**src/rtl/dram_wb_pkg.sv**
```systemverilog
// Shared types for the Wishbone-to-DRAM bridge: FSM state encoding, default geometry and
// the command record layout at default widths.
package dram_wb_pkg;

   localparam int unsigned DEF_WORD_SIZE  = 256;
   localparam int unsigned DEF_ADDR_WIDTH = 25;
   localparam int unsigned DEF_FIFO_DEPTH = 8;

   typedef enum logic [1:0] {
      IDLE    = 2'd0,
      WAIT_RD = 2'd1,
      ACK     = 2'd2
   } state_t;

   typedef struct packed {
      logic                      we;
      logic [DEF_ADDR_WIDTH-1:0] addr;
      logic [DEF_WORD_SIZE-1:0]  data;
   } cmd_t;

endpackage

```
**src/rtl/dram_wb_bridge_if.sv**
```systemverilog
// Wishbone classic bus bundle between a system-bus master and the DRAM bridge slave.
// Handshake: a transfer is requested while cyc_i & stb_i are high and completes on the
// single cycle ack_o is high; data_o is valid only in that cycle.
interface dram_wb_bridge_if #(
   parameter int unsigned WORD_SIZE = 256
);
   logic                 cyc_i;
   logic                 stb_i;
   logic                 we_i;
   logic [31:0]          addr_i;
   logic [WORD_SIZE-1:0] data_i;
   logic [WORD_SIZE-1:0] data_o;
   logic                 ack_o;

   modport slave (
      input  cyc_i, stb_i, we_i, addr_i, data_i,
      output data_o, ack_o
   );

   modport master (
      output cyc_i, stb_i, we_i, addr_i, data_i,
      input  data_o, ack_o
   );
endinterface

```
**src/rtl/dram_wb_cmd_fifo.sv**
```systemverilog
// Synchronous command FIFO; the head entry is presented combinationally on dout.
// Pushes while full and pops while empty are ignored.
module dram_wb_cmd_fifo #(
   parameter int unsigned WIDTH = 8,
   parameter int unsigned DEPTH = 8
) (
   input  logic             clk,
   input  logic             rst,
   input  logic             push,
   input  logic             pop,
   input  logic [WIDTH-1:0] din,
   output logic [WIDTH-1:0] dout,
   output logic             full,
   output logic             empty
);
   localparam int unsigned PW = $clog2(DEPTH);

   logic [WIDTH-1:0] mem_q [DEPTH];
   logic [PW-1:0]    wr_ptr_q, wr_ptr_d;
   logic [PW-1:0]    rd_ptr_q, rd_ptr_d;
   logic [PW:0]      count_q, count_d;
   logic             do_push, do_pop;

   assign full    = (count_q == (PW+1)'(DEPTH));
   assign empty   = (count_q == '0);
   assign do_push = push & ~full;
   assign do_pop  = pop & ~empty;
   assign dout    = mem_q[rd_ptr_q];

   // Pointers wrap naturally because DEPTH is a power of two.
   always_comb begin
      wr_ptr_d = wr_ptr_q;
      rd_ptr_d = rd_ptr_q;
      count_d  = count_q;
      if (do_push) wr_ptr_d = wr_ptr_q + PW'(1);
      if (do_pop)  rd_ptr_d = rd_ptr_q + PW'(1);
      case ({do_push, do_pop})
         2'b10:   count_d = count_q + (PW+1)'(1);
         2'b01:   count_d = count_q - (PW+1)'(1);
         default: count_d = count_q;
      endcase
   end

   always_ff @(posedge clk) begin
      if (rst) begin
         wr_ptr_q <= '0;
         rd_ptr_q <= '0;
         count_q  <= '0;
      end else begin
         wr_ptr_q <= wr_ptr_d;
         rd_ptr_q <= rd_ptr_d;
         count_q  <= count_d;
      end
   end

   always_ff @(posedge clk) begin
      if (do_push) mem_q[wr_ptr_q] <= din;
   end

endmodule

```
**src/rtl/dram_wb_bridge.sv**
```systemverilog
// Wishbone classic slave that posts writes into a command FIFO for a DRAM controller and
// acks reads on data return. Define WB_ERR_EN to add err_o for requests made before init.
module dram_wb_bridge
   import dram_wb_pkg::*;
#(
   parameter int unsigned SYS_CLK_FREQ = 100_000_000,
   parameter int unsigned WORD_SIZE    = DEF_WORD_SIZE,
   parameter int unsigned ADDR_WIDTH   = DEF_ADDR_WIDTH,
   parameter int unsigned FIFO_DEPTH   = DEF_FIFO_DEPTH
) (
   input  logic                  sys_clk,
   input  logic                  rst,
   output logic                  initialized,
   dram_wb_bridge_if.slave       wb,
`ifdef WB_ERR_EN
   output logic                  err_o,
`endif
   input  logic                  mem_init_done,
   output logic                  mem_cmd_valid,
   input  logic                  mem_cmd_ready,
   output logic                  mem_cmd_we,
   output logic [ADDR_WIDTH-1:0] mem_cmd_addr,
   output logic [WORD_SIZE-1:0]  mem_wdata,
   input  logic [WORD_SIZE-1:0]  mem_rdata,
   input  logic                  mem_rdata_valid,
   output state_t                dbg_state
);
   localparam int unsigned unused_clk_freq = SYS_CLK_FREQ;
   localparam int unsigned DW = $clog2(FIFO_DEPTH) + 2;

   typedef struct packed {
      logic                  we;
      logic [ADDR_WIDTH-1:0] addr;
      logic [WORD_SIZE-1:0]  data;
   } bus_cmd_t;

   state_t               state_q, state_d;
   logic                 ack_q, ack_d;
   logic [WORD_SIZE-1:0] data_q, data_d;
   logic                 init_q;
   logic                 read_pending_q, read_pending_d;
   logic [DW-1:0]        drop_cnt_q, drop_cnt_d;
   logic                 push, pop, full, empty, abort;
   logic                 req, rd_take, rd_drop;
   bus_cmd_t             cmd_in, head;
   logic [$bits(bus_cmd_t)-1:0] head_bits;
   logic                 unused_addr_bits;
`ifdef WB_ERR_EN
   logic                 err_q, err_d;
   assign err_o = err_q;
`endif

   assign unused_addr_bits = ^wb.addr_i[31-ADDR_WIDTH:0];
   assign req     = wb.cyc_i & wb.stb_i & init_q;
   assign cmd_in  = '{we: wb.we_i, addr: wb.addr_i[31 -: ADDR_WIDTH], data: wb.data_i};
   assign head    = bus_cmd_t'(head_bits);
   // Returns belonging to aborted reads arrive first (in order) and are swallowed.
   assign rd_drop = mem_rdata_valid & (drop_cnt_q != '0);
   assign rd_take = mem_rdata_valid & (drop_cnt_q == '0) & read_pending_q;

   dram_wb_cmd_fifo #(
      .WIDTH ($bits(bus_cmd_t)),
      .DEPTH (FIFO_DEPTH)
   ) u_fifo (
      .clk   (sys_clk),
      .rst   (rst),
      .push  (push),
      .pop   (pop),
      .din   (cmd_in),
      .dout  (head_bits),
      .full  (full),
      .empty (empty)
   );

   assign mem_cmd_valid = ~empty;
   assign pop           = mem_cmd_valid & mem_cmd_ready;
   assign mem_cmd_we    = head.we;
   assign mem_cmd_addr  = head.addr;
   assign mem_wdata     = head.data;
   assign wb.ack_o      = ack_q;
   assign wb.data_o     = data_q;
   assign initialized   = init_q;
   assign dbg_state     = state_q;

   always_comb begin
      state_d        = state_q;
      ack_d          = 1'b0;
      data_d         = data_q;
      read_pending_d = read_pending_q;
      drop_cnt_d     = drop_cnt_q;
      push           = 1'b0;
      abort          = 1'b0;
`ifdef WB_ERR_EN
      err_d          = 1'b0;
`endif
      case (state_q)
         IDLE: begin
            if (req && !full) begin
               push = 1'b1;
               if (wb.we_i) begin
                  ack_d   = 1'b1;
                  state_d = ACK;
               end else begin
                  read_pending_d = 1'b1;
                  state_d        = WAIT_RD;
               end
            end
`ifdef WB_ERR_EN
            else if (wb.cyc_i && wb.stb_i && !init_q) begin
               err_d   = 1'b1;
               state_d = ACK;
            end
`endif
         end
         WAIT_RD: begin
            if (rd_take) begin
               data_d         = mem_rdata;
               ack_d          = wb.cyc_i;
               read_pending_d = 1'b0;
               state_d        = ACK;
            end else if (!wb.cyc_i) begin
               abort          = 1'b1;
               read_pending_d = 1'b0;
               state_d        = IDLE;
            end
         end
         ACK:     state_d = IDLE;
         default: state_d = IDLE;
      endcase
      if (abort && !rd_drop && (drop_cnt_q != '1)) drop_cnt_d = drop_cnt_q + DW'(1);
      else if (!abort && rd_drop)                   drop_cnt_d = drop_cnt_q - DW'(1);
   end

   always_ff @(posedge sys_clk) begin
      if (rst) begin
         state_q        <= IDLE;
         ack_q          <= 1'b0;
         data_q         <= '0;
         init_q         <= 1'b0;
         read_pending_q <= 1'b0;
         drop_cnt_q     <= '0;
`ifdef WB_ERR_EN
         err_q          <= 1'b0;
`endif
      end else begin
         state_q        <= state_d;
         ack_q          <= ack_d;
         data_q         <= data_d;
         init_q         <= mem_init_done;
         read_pending_q <= read_pending_d;
         drop_cnt_q     <= drop_cnt_d;
`ifdef WB_ERR_EN
         err_q          <= err_d;
`endif
      end
   end

endmodule

```
**src/flat_wrapper.sv**
```systemverilog
// flat-port wrapper written by rule: the top's interface ports become plain ports
module dram_wb_bridge_flat import dram_wb_pkg::*;
#(
   parameter int unsigned SYS_CLK_FREQ = 100_000_000,
   parameter int unsigned WORD_SIZE    = DEF_WORD_SIZE,
   parameter int unsigned ADDR_WIDTH   = DEF_ADDR_WIDTH,
   parameter int unsigned FIFO_DEPTH   = DEF_FIFO_DEPTH
)
  (sys_clk, rst, initialized, mem_init_done, mem_cmd_valid, mem_cmd_ready, mem_cmd_we, mem_cmd_addr, mem_wdata, mem_rdata, mem_rdata_valid, dbg_state, wb_cyc_i, wb_stb_i, wb_we_i, wb_addr_i, wb_data_i, wb_data_o, wb_ack_o);
  dram_wb_bridge_if #(.WORD_SIZE(WORD_SIZE)) wb_i ();
  input  logic sys_clk;
  input  logic rst;
  output logic initialized;
  input  logic mem_init_done;
  output logic mem_cmd_valid;
  input  logic mem_cmd_ready;
  output logic mem_cmd_we;
  output logic [ADDR_WIDTH-1:0] mem_cmd_addr;
  output logic [WORD_SIZE-1:0] mem_wdata;
  input  logic [WORD_SIZE-1:0] mem_rdata;
  input  logic mem_rdata_valid;
  output state_t dbg_state;
  input wire logic [$bits(wb_i.cyc_i)-1:0] wb_cyc_i;
  input wire logic [$bits(wb_i.stb_i)-1:0] wb_stb_i;
  input wire logic [$bits(wb_i.we_i)-1:0] wb_we_i;
  input wire logic [$bits(wb_i.addr_i)-1:0] wb_addr_i;
  input wire logic [$bits(wb_i.data_i)-1:0] wb_data_i;
  output wire logic [$bits(wb_i.data_o)-1:0] wb_data_o;
  output wire logic [$bits(wb_i.ack_o)-1:0] wb_ack_o;
  assign wb_i.cyc_i = wb_cyc_i;
  assign wb_i.stb_i = wb_stb_i;
  assign wb_i.we_i = wb_we_i;
  assign wb_i.addr_i = wb_addr_i;
  assign wb_i.data_i = wb_data_i;
  assign wb_data_o = wb_i.data_o;
  assign wb_ack_o = wb_i.ack_o;
  dram_wb_bridge #(.SYS_CLK_FREQ(SYS_CLK_FREQ), .WORD_SIZE(WORD_SIZE), .ADDR_WIDTH(ADDR_WIDTH), .FIFO_DEPTH(FIFO_DEPTH)) u_core (.sys_clk(sys_clk), .rst(rst), .initialized(initialized), .wb(wb_i), .mem_init_done(mem_init_done), .mem_cmd_valid(mem_cmd_valid), .mem_cmd_ready(mem_cmd_ready), .mem_cmd_we(mem_cmd_we), .mem_cmd_addr(mem_cmd_addr), .mem_wdata(mem_wdata), .mem_rdata(mem_rdata), .mem_rdata_valid(mem_rdata_valid), .dbg_state(dbg_state));
endmodule
```
**config.mk**
```make
export PLATFORM = sky130hd
export DESIGN_NAME = dram_wb_bridge_flat
export DESIGN_NICKNAME = d
export VERILOG_FILES = /design/src/rtl/dram_wb_pkg.sv /design/src/rtl/dram_wb_bridge_if.sv /design/src/rtl/dram_wb_cmd_fifo.sv /design/src/rtl/dram_wb_bridge.sv /design/src/flat_wrapper.sv
export SDC_FILE = /design/constraint.sdc
export NUM_CORES = 2
export LEC_CHECK = 0
export CORE_AREA = 2 2 430 432
export DETAILED_ROUTE_END_ITERATION = 8
export DIE_AREA = 0 0 432 434
export DONT_BUFFER_PORTS = 1
export MAX_ROUTING_LAYER = met4
export PLACE_DENSITY = 0.76
export SLEW_MARGIN = 20
export SYNTH_ARGS = -nofsm -noshare
export SYNTH_HDL_FRONTEND = slang
export SYNTH_SLANG_ARGS = --single-unit
```
**constraint.sdc**
```tcl
create_clock -name sys_clk -period 54.2 [get_ports sys_clk]
set_input_delay 8.13 -clock sys_clk [delete_from_list [all_inputs] [get_ports sys_clk]]
set_output_delay 8.13 -clock sys_clk [all_outputs]
set_load 0.02 [all_outputs]
```
== Word level (Yosys, flattened, before mapping) ==
Memory sizes are Yosys's and may differ from the RTL's. A register that Yosys moved wholly into a read port is not among the register bits.
Index checks and enable logic that the tools add are counted.
Cells by class
  add/subtract/negate cells: 6
  eq/ne operators: 8
  muxes and demuxes: 26
  bitwise gates (word level): 10
  reduce and logical (&&, ||, !) cells: 17
Operators by type and width (count)
  $mux W1: 14
  $mux W5: 2
  $and A1 B1 Y1: 8
  $mux W2: 4
  $pmux W4 S2: 1
  $add A3 B1 Y3 const B: 2
  $mux W3: 2
  $reduce_bool A2 Y1: 3
  $add A5 B1 Y5 const B: 1
  $logic_not A5 Y1: 1
  $ne A5 B5 Y1 const B: 1
  $reduce_bool A5 Y1: 1
  $sub A5 B1 Y5 const B: 1
  $add A4 B1 Y4 const B: 1
  $eq A2 B1 Y1 const B: 2
  $eq A4 B4 Y1 const B: 1
  $logic_and A1 B1 Y1: 4
  $logic_not A4 Y1: 1
  $pmux W1 S2: 2
  $pmux W2 S2: 1
  $reduce_and A2 Y1: 2
  $reduce_and A4 Y1: 1
  $sub A4 B1 Y4 const B: 1
  $logic_not A1 Y1: 3
  other kinds (6): 7
Storage, ports and cells
  bits in registers: 276
  bits in writable memories: 2256
  bits of input ports: 552
  output and inout bits: 543
  word-level logic and storage cells: 77
  memories: 1
Memory list
  u_core.u_fifo.mem_q: depth 8, bits a word 282, read ports 1, clocked after Yosys merged registers in 1, write ports 1, RTL line dram_wb_cmd_fifo.sv:18  | logic [WIDTH-1:0] mem_q [DEPTH];

== Depth between registers and ports, before layout ==
  depth after elaboration: 9
  mapped depth: 11

== Hierarchy ==
Synthesis repeated with hierarchy kept, for this count alone.
Second synthesis, totals
  cells, all modules: 4506
  area total of the unflattened synthesis: 95326.4 um^2
By module, submodules not included
  dram_wb_cmd_fifo: times used 1, cells an instance 3333, area an instance 85828.6 um^2, sequential area each 68005.2 um^2
  dram_wb_bridge: times used 1, cells an instance 1173, area an instance 9497.9 um^2, sequential area each 5325.1 um^2

== Worst setup path before layout ==
OpenSTA, ideal clock, no wires.
  kind: input to register
  from: in wb_stb_i
  to: mem u_core.u_fifo.mem_q[1][0] (netlist bit), enable pin
  library setup time: 1.714 ns
  arrival time: 37.585 ns
  setup slack: 14.901 ns
  stages: 4
  path through: nand3_1 > a2111oi_4 > inv_1 > nor4b_1
Between the ends
  longest elaborated chain between the ends: 8
RTL lines
  start, declared: RTL line flat_wrapper.sv:24  | input wire logic [$bits(wb_i.stb_i)-1:0] wb_stb_i;
  $and A1 B1 Y1 (2 in a row): RTL line dram_wb_bridge.sv:54  | assign req = wb.cyc_i & wb.stb_i & init_q;
  $logic_and A1 B1 Y1: RTL line dram_wb_bridge.sv:98  | if (req && !full) begin
  $mux W1: RTL line dram_wb_bridge.sv:98
  $mux W1: RTL line dram_wb_bridge.sv:96  | case (state_q)
  $and A1 B1 Y1: RTL line dram_wb_cmd_fifo.sv:26  | assign do_push = push & ~full;
  $mux W1: RTL line dram_wb_cmd_fifo.sv:57  | if (do_push) mem_q[wr_ptr_q] <= din;
  $mux W1 (implied by the code): RTL line dram_wb_cmd_fifo.sv:57
  end, declared: RTL line dram_wb_cmd_fifo.sv:18
Every way passes these cells.

==> summary.md <==
| Metric | Value |
|---|---|
| Final Critical Period | `14.18 ns` |
| Complex-gate fraction of the synthesized area | `1.55%` |
| Cts bufs inserted | `236` |
| Global-route track usage on met2 | `43.8%` |
| Setup ws final | `40.02 ns` |
| Required time of the critical path | `46.07 ns` |
| Clock Tree Root | `clkbuf_16` |
| DP HPWL | `173 mm` |
| GRT Total Usage | `29.4%` |
| Bufs on Longest Clock Path | `3` |
| NumNets Final | `5,126` |
| Maximum VDD drop | `0.0320 mV` |
| Vias in the first global route | `44,100` |
| Final wirelength | `271 mm` |
| Worst reg-to-reg setup slack | `48.91 ns` |
| Placed Area | `0.0969 sq mm` |
| Share of cells above drive strength 1 | `27.0%` |
| Vias | `44,800` |
| FF-to-FF End | `u_core.u_fifo.mem_q[2][171]$_DFFE_PP_` |
| Fraction of the mapped netlist area in adder cells | `0.149%` |
| Fin area | `0.105 sq mm` |
| DRT iter0 DRCs | `5,410` |
| CP max FO | `110` |
| Routed Antenna Nets | `0` |
| Cells after DPL | `6,711` |
| Simple-Gate Fraction of Synth Area | `2.35%` |
| Leakage power | `31.4 nW` |
| Async SR Flop Fraction | `0%` |
| Met3 Resource Use GR | `13.6%` |
| Status | `completed` |
| Cell Count, Final, Fillers Out | `7,182` |
| Crit path capture type | `primary output` |
| Pwr Total | `4.06 mW` |
| Routed len/inst | `37.7 microns` |
| Synth unique cells | `45` |
| Routing usage on met1 | `32.5%` |
| Number of flops mapped to enable cells by yosys | `2,256` |
| CORE AREA | `0.182 sq mm` |
| Die ar. | `0.187 sq mm` |
| Clk sink count | `2,535` |
| Worst Skew | `0.0794 ns` |
| Largest family of logic cells by synthesized area | `multiplexers` |
| Remaining DRCs | `0` |
| Largest net degree at the start of global routing | `278` |
| R2R Path Start | `u_core.initialized$_SDFF_PP0_` |
| GRT overflow | `0` |
| Critical Path End | `mem_wdata[85]` |
| CTS tree | `built` |
| MaxCap Viol Count | `0` |
| Synth Register Bits | `2,535` |
| I/O Buffers | `0` |
| Final Core Density | `57.4%` |
| Final hold slack | `0.487 ns` |
| Chip Width | `432 microns` |
| Dpl ws | `40.70 ns` |
| RSZ-0062 raised after global routing | `no` |
| CP arrival | `6.05 ns` |
| GRT busiest layer | `met2` |
| Syn_nets | `5,065` |
| Relative slew slack | `9.07%` |
| Yosys warnings | `0` |
| Pwr/cell area | `38.8 mW/mm^2` |
| Initial core utilization | `51.7%` |
| First-pass GRT wire length | `365 mm` |
| Site row count | `157` |
| Cell Area, Synth | `0.0943 sq mm` |
| Critical Path Source Type | `register` |
| Period utilization | `26.2%` |
| Synth Area in XOR/XNOR | `0.0928%` |
| Hold Crit Class | `register to register` |
| Clock latency at the later pin of the worst-skew pair | `0.89 ns` |
| Layout area overhead | `11.1%` |
| RePlAce Congestion | `1.07` |
| Setup repair bufs after CTS | `0` |
| Fmax | `0.0705 GHz` |
| Post_cts resized | `0` |
| Synth Flop Type | `edfxtp_1` |
| Initial antenna violation count | `34` |
| Worst slew pin tran | `1.36 ns` |
| Hold Buf Count CTS | `0` |
| Synthesized area per cell | `21.0 sq um` |
| Vias/cell | `6.24` |
| R2R depth | `8` |
| Post-synthesis cell count | `4,503` |
| Endpoints failing hold | `0` |
| Htree depth | `4` |
| Slew Limit Fails | `0` |
| Setup total negative slack | `0 ns` |
| TritonRoute pass-1 iters | `8` |
| Clock transition at path regs | `0.06 ns` |
| Sequential element share of the synthesized area | `77.7%` |
| Die Y | `434 microns` |
| Post-synthesis mux area share | `16.9%` |
| Final setup viols | `0` |
| CP Class | `register to primary output` |
| I/O pin count | `1,095` |
[routing by layer]
| metal | vias to the layer above | wire length [microns] |
|---|---|---|
| met4 | 0 | 18600 |
| li1 | 18300 | - |
| met3 | 466 | 33000 |
| met2 | 2393 | 127000 |
| met5 | - | 0 |
| met1 | 23600 | 92200 |
[final cells by class]
class	count	area (sq um)
well taps	2385	2980
clock inverters	165	1760
clock buffers	280	6100
flip-flops and latches	2535	73300
multi-input cells	1716	19900
inverters	6	22.5
fillers	12800	77700
diodes	26	65.1
repair buffers	69	656
[cell usage after synthesis (all sizes together), types with 2 or more instances]
master	number	area, sq um
a21o	4	30.0
a21oi	266	1330
buf	106	661
clkbuf	140	526
dfxtp	279	5590
edfxtp	2256	67700
fa	2	40.0
ha	8	100
inv	6	22.5
mux2	282	3180
mux2i	2	20.0
mux4	564	12700
nand2	520	1950
nand2b	2	12.5
nand3	5	25.0
nand4	2	12.5
nor2	17	66.3
nor2b	3	18.8
nor3	6	30.0
nor3b	3	22.5
nor4b	2	17.5
o31ai	2	15.0
xnor2	5	43.8
xor2	5	43.8
[registers in the layout (all words and copies together) (netlist names), named ones only]
signal	count
u_core.u_fifo.rd_ptr_q	3
u_core.dbg_state	2
u_core.initialized	1
u_core.u_fifo.count_q	4
u_core.wb.ack_o	1
u_core.u_fifo.mem_q	2256
u_core.u_fifo.wr_ptr_q	3
u_core.drop_cnt_q	5
u_core.read_pending_q	1
u_core.wb.data_o	256
[worst max-delay path: stages, from the launching register on]
cell	delay [ns]
dfxtp_4	0.82
buf_4	0.71
buf_4	0.75
buf_4	0.86
buf_12	0.68
mux4_2	0.59
mux2_2	0.42
[how the worst min path moves through the flow]
stage               cells after the start  slack [ns]                                   start        to
global route                            2        0.51  u_core.u_fifo.rd_ptr_q[1]$_SDFFE_PP0P_  register
global placement                        2        0.48  u_core.u_fifo.rd_ptr_q[1]$_SDFFE_PP0P_  register
floorplan                               2        0.45  u_core.u_fifo.rd_ptr_q[1]$_SDFFE_PP0P_  register
finish                                  2        0.49  u_core.u_fifo.rd_ptr_q[1]$_SDFFE_PP0P_  register
CTS                                     2        0.48  u_core.u_fifo.rd_ptr_q[1]$_SDFFE_PP0P_  register
detailed placement                      2        0.47  u_core.u_fifo.rd_ptr_q[1]$_SDFFE_PP0P_  register
[kinds of logic (layout without fill, tap and decap cells)]
family	after synthesis	in the layout
compound gates	280	280
xor+xnor	10	10
fa+ha+maj	10	10
buf+inv	252	520
flops	2535	2535
mux	848	848
other cells	0	26
simple gates	568	568
[layout by cell type, fill, tap and decap left out, types with 3 or more instances in the layout]
cell type and instances:
nand3_1 5, clkinvlp_4 15, inv_1 6, edfxtp_1 2256
inv_16 3, clkbuf_8 3, xor2_1 5, bufinv_16 27
mux2_2 282, dfxtp_4 3, nor2b_1 3, buf_12 11
nor2_1 15, clkbuf_1 41, mux4_2 564, xnor2_1 5
dfxtp_1 276, diode_2 26, a21o_1 4, clkinv_4 3
clkinv_2 51, clkbuf_16 236, buf_4 58, a21oi_1 266
nand2_1 520, nor3_1 4, clkinv_8 4, clkinv_16 7
clkinv_1 50, inv_6 3, ha_1 8
[power by group]
part | switching [mW] | internal (mW)
sequential | 0.00770 | 2.13
combinational | 0.137 | 0.120
clock | 0.727 | 0.937
(Power assumes the default switching activity.)
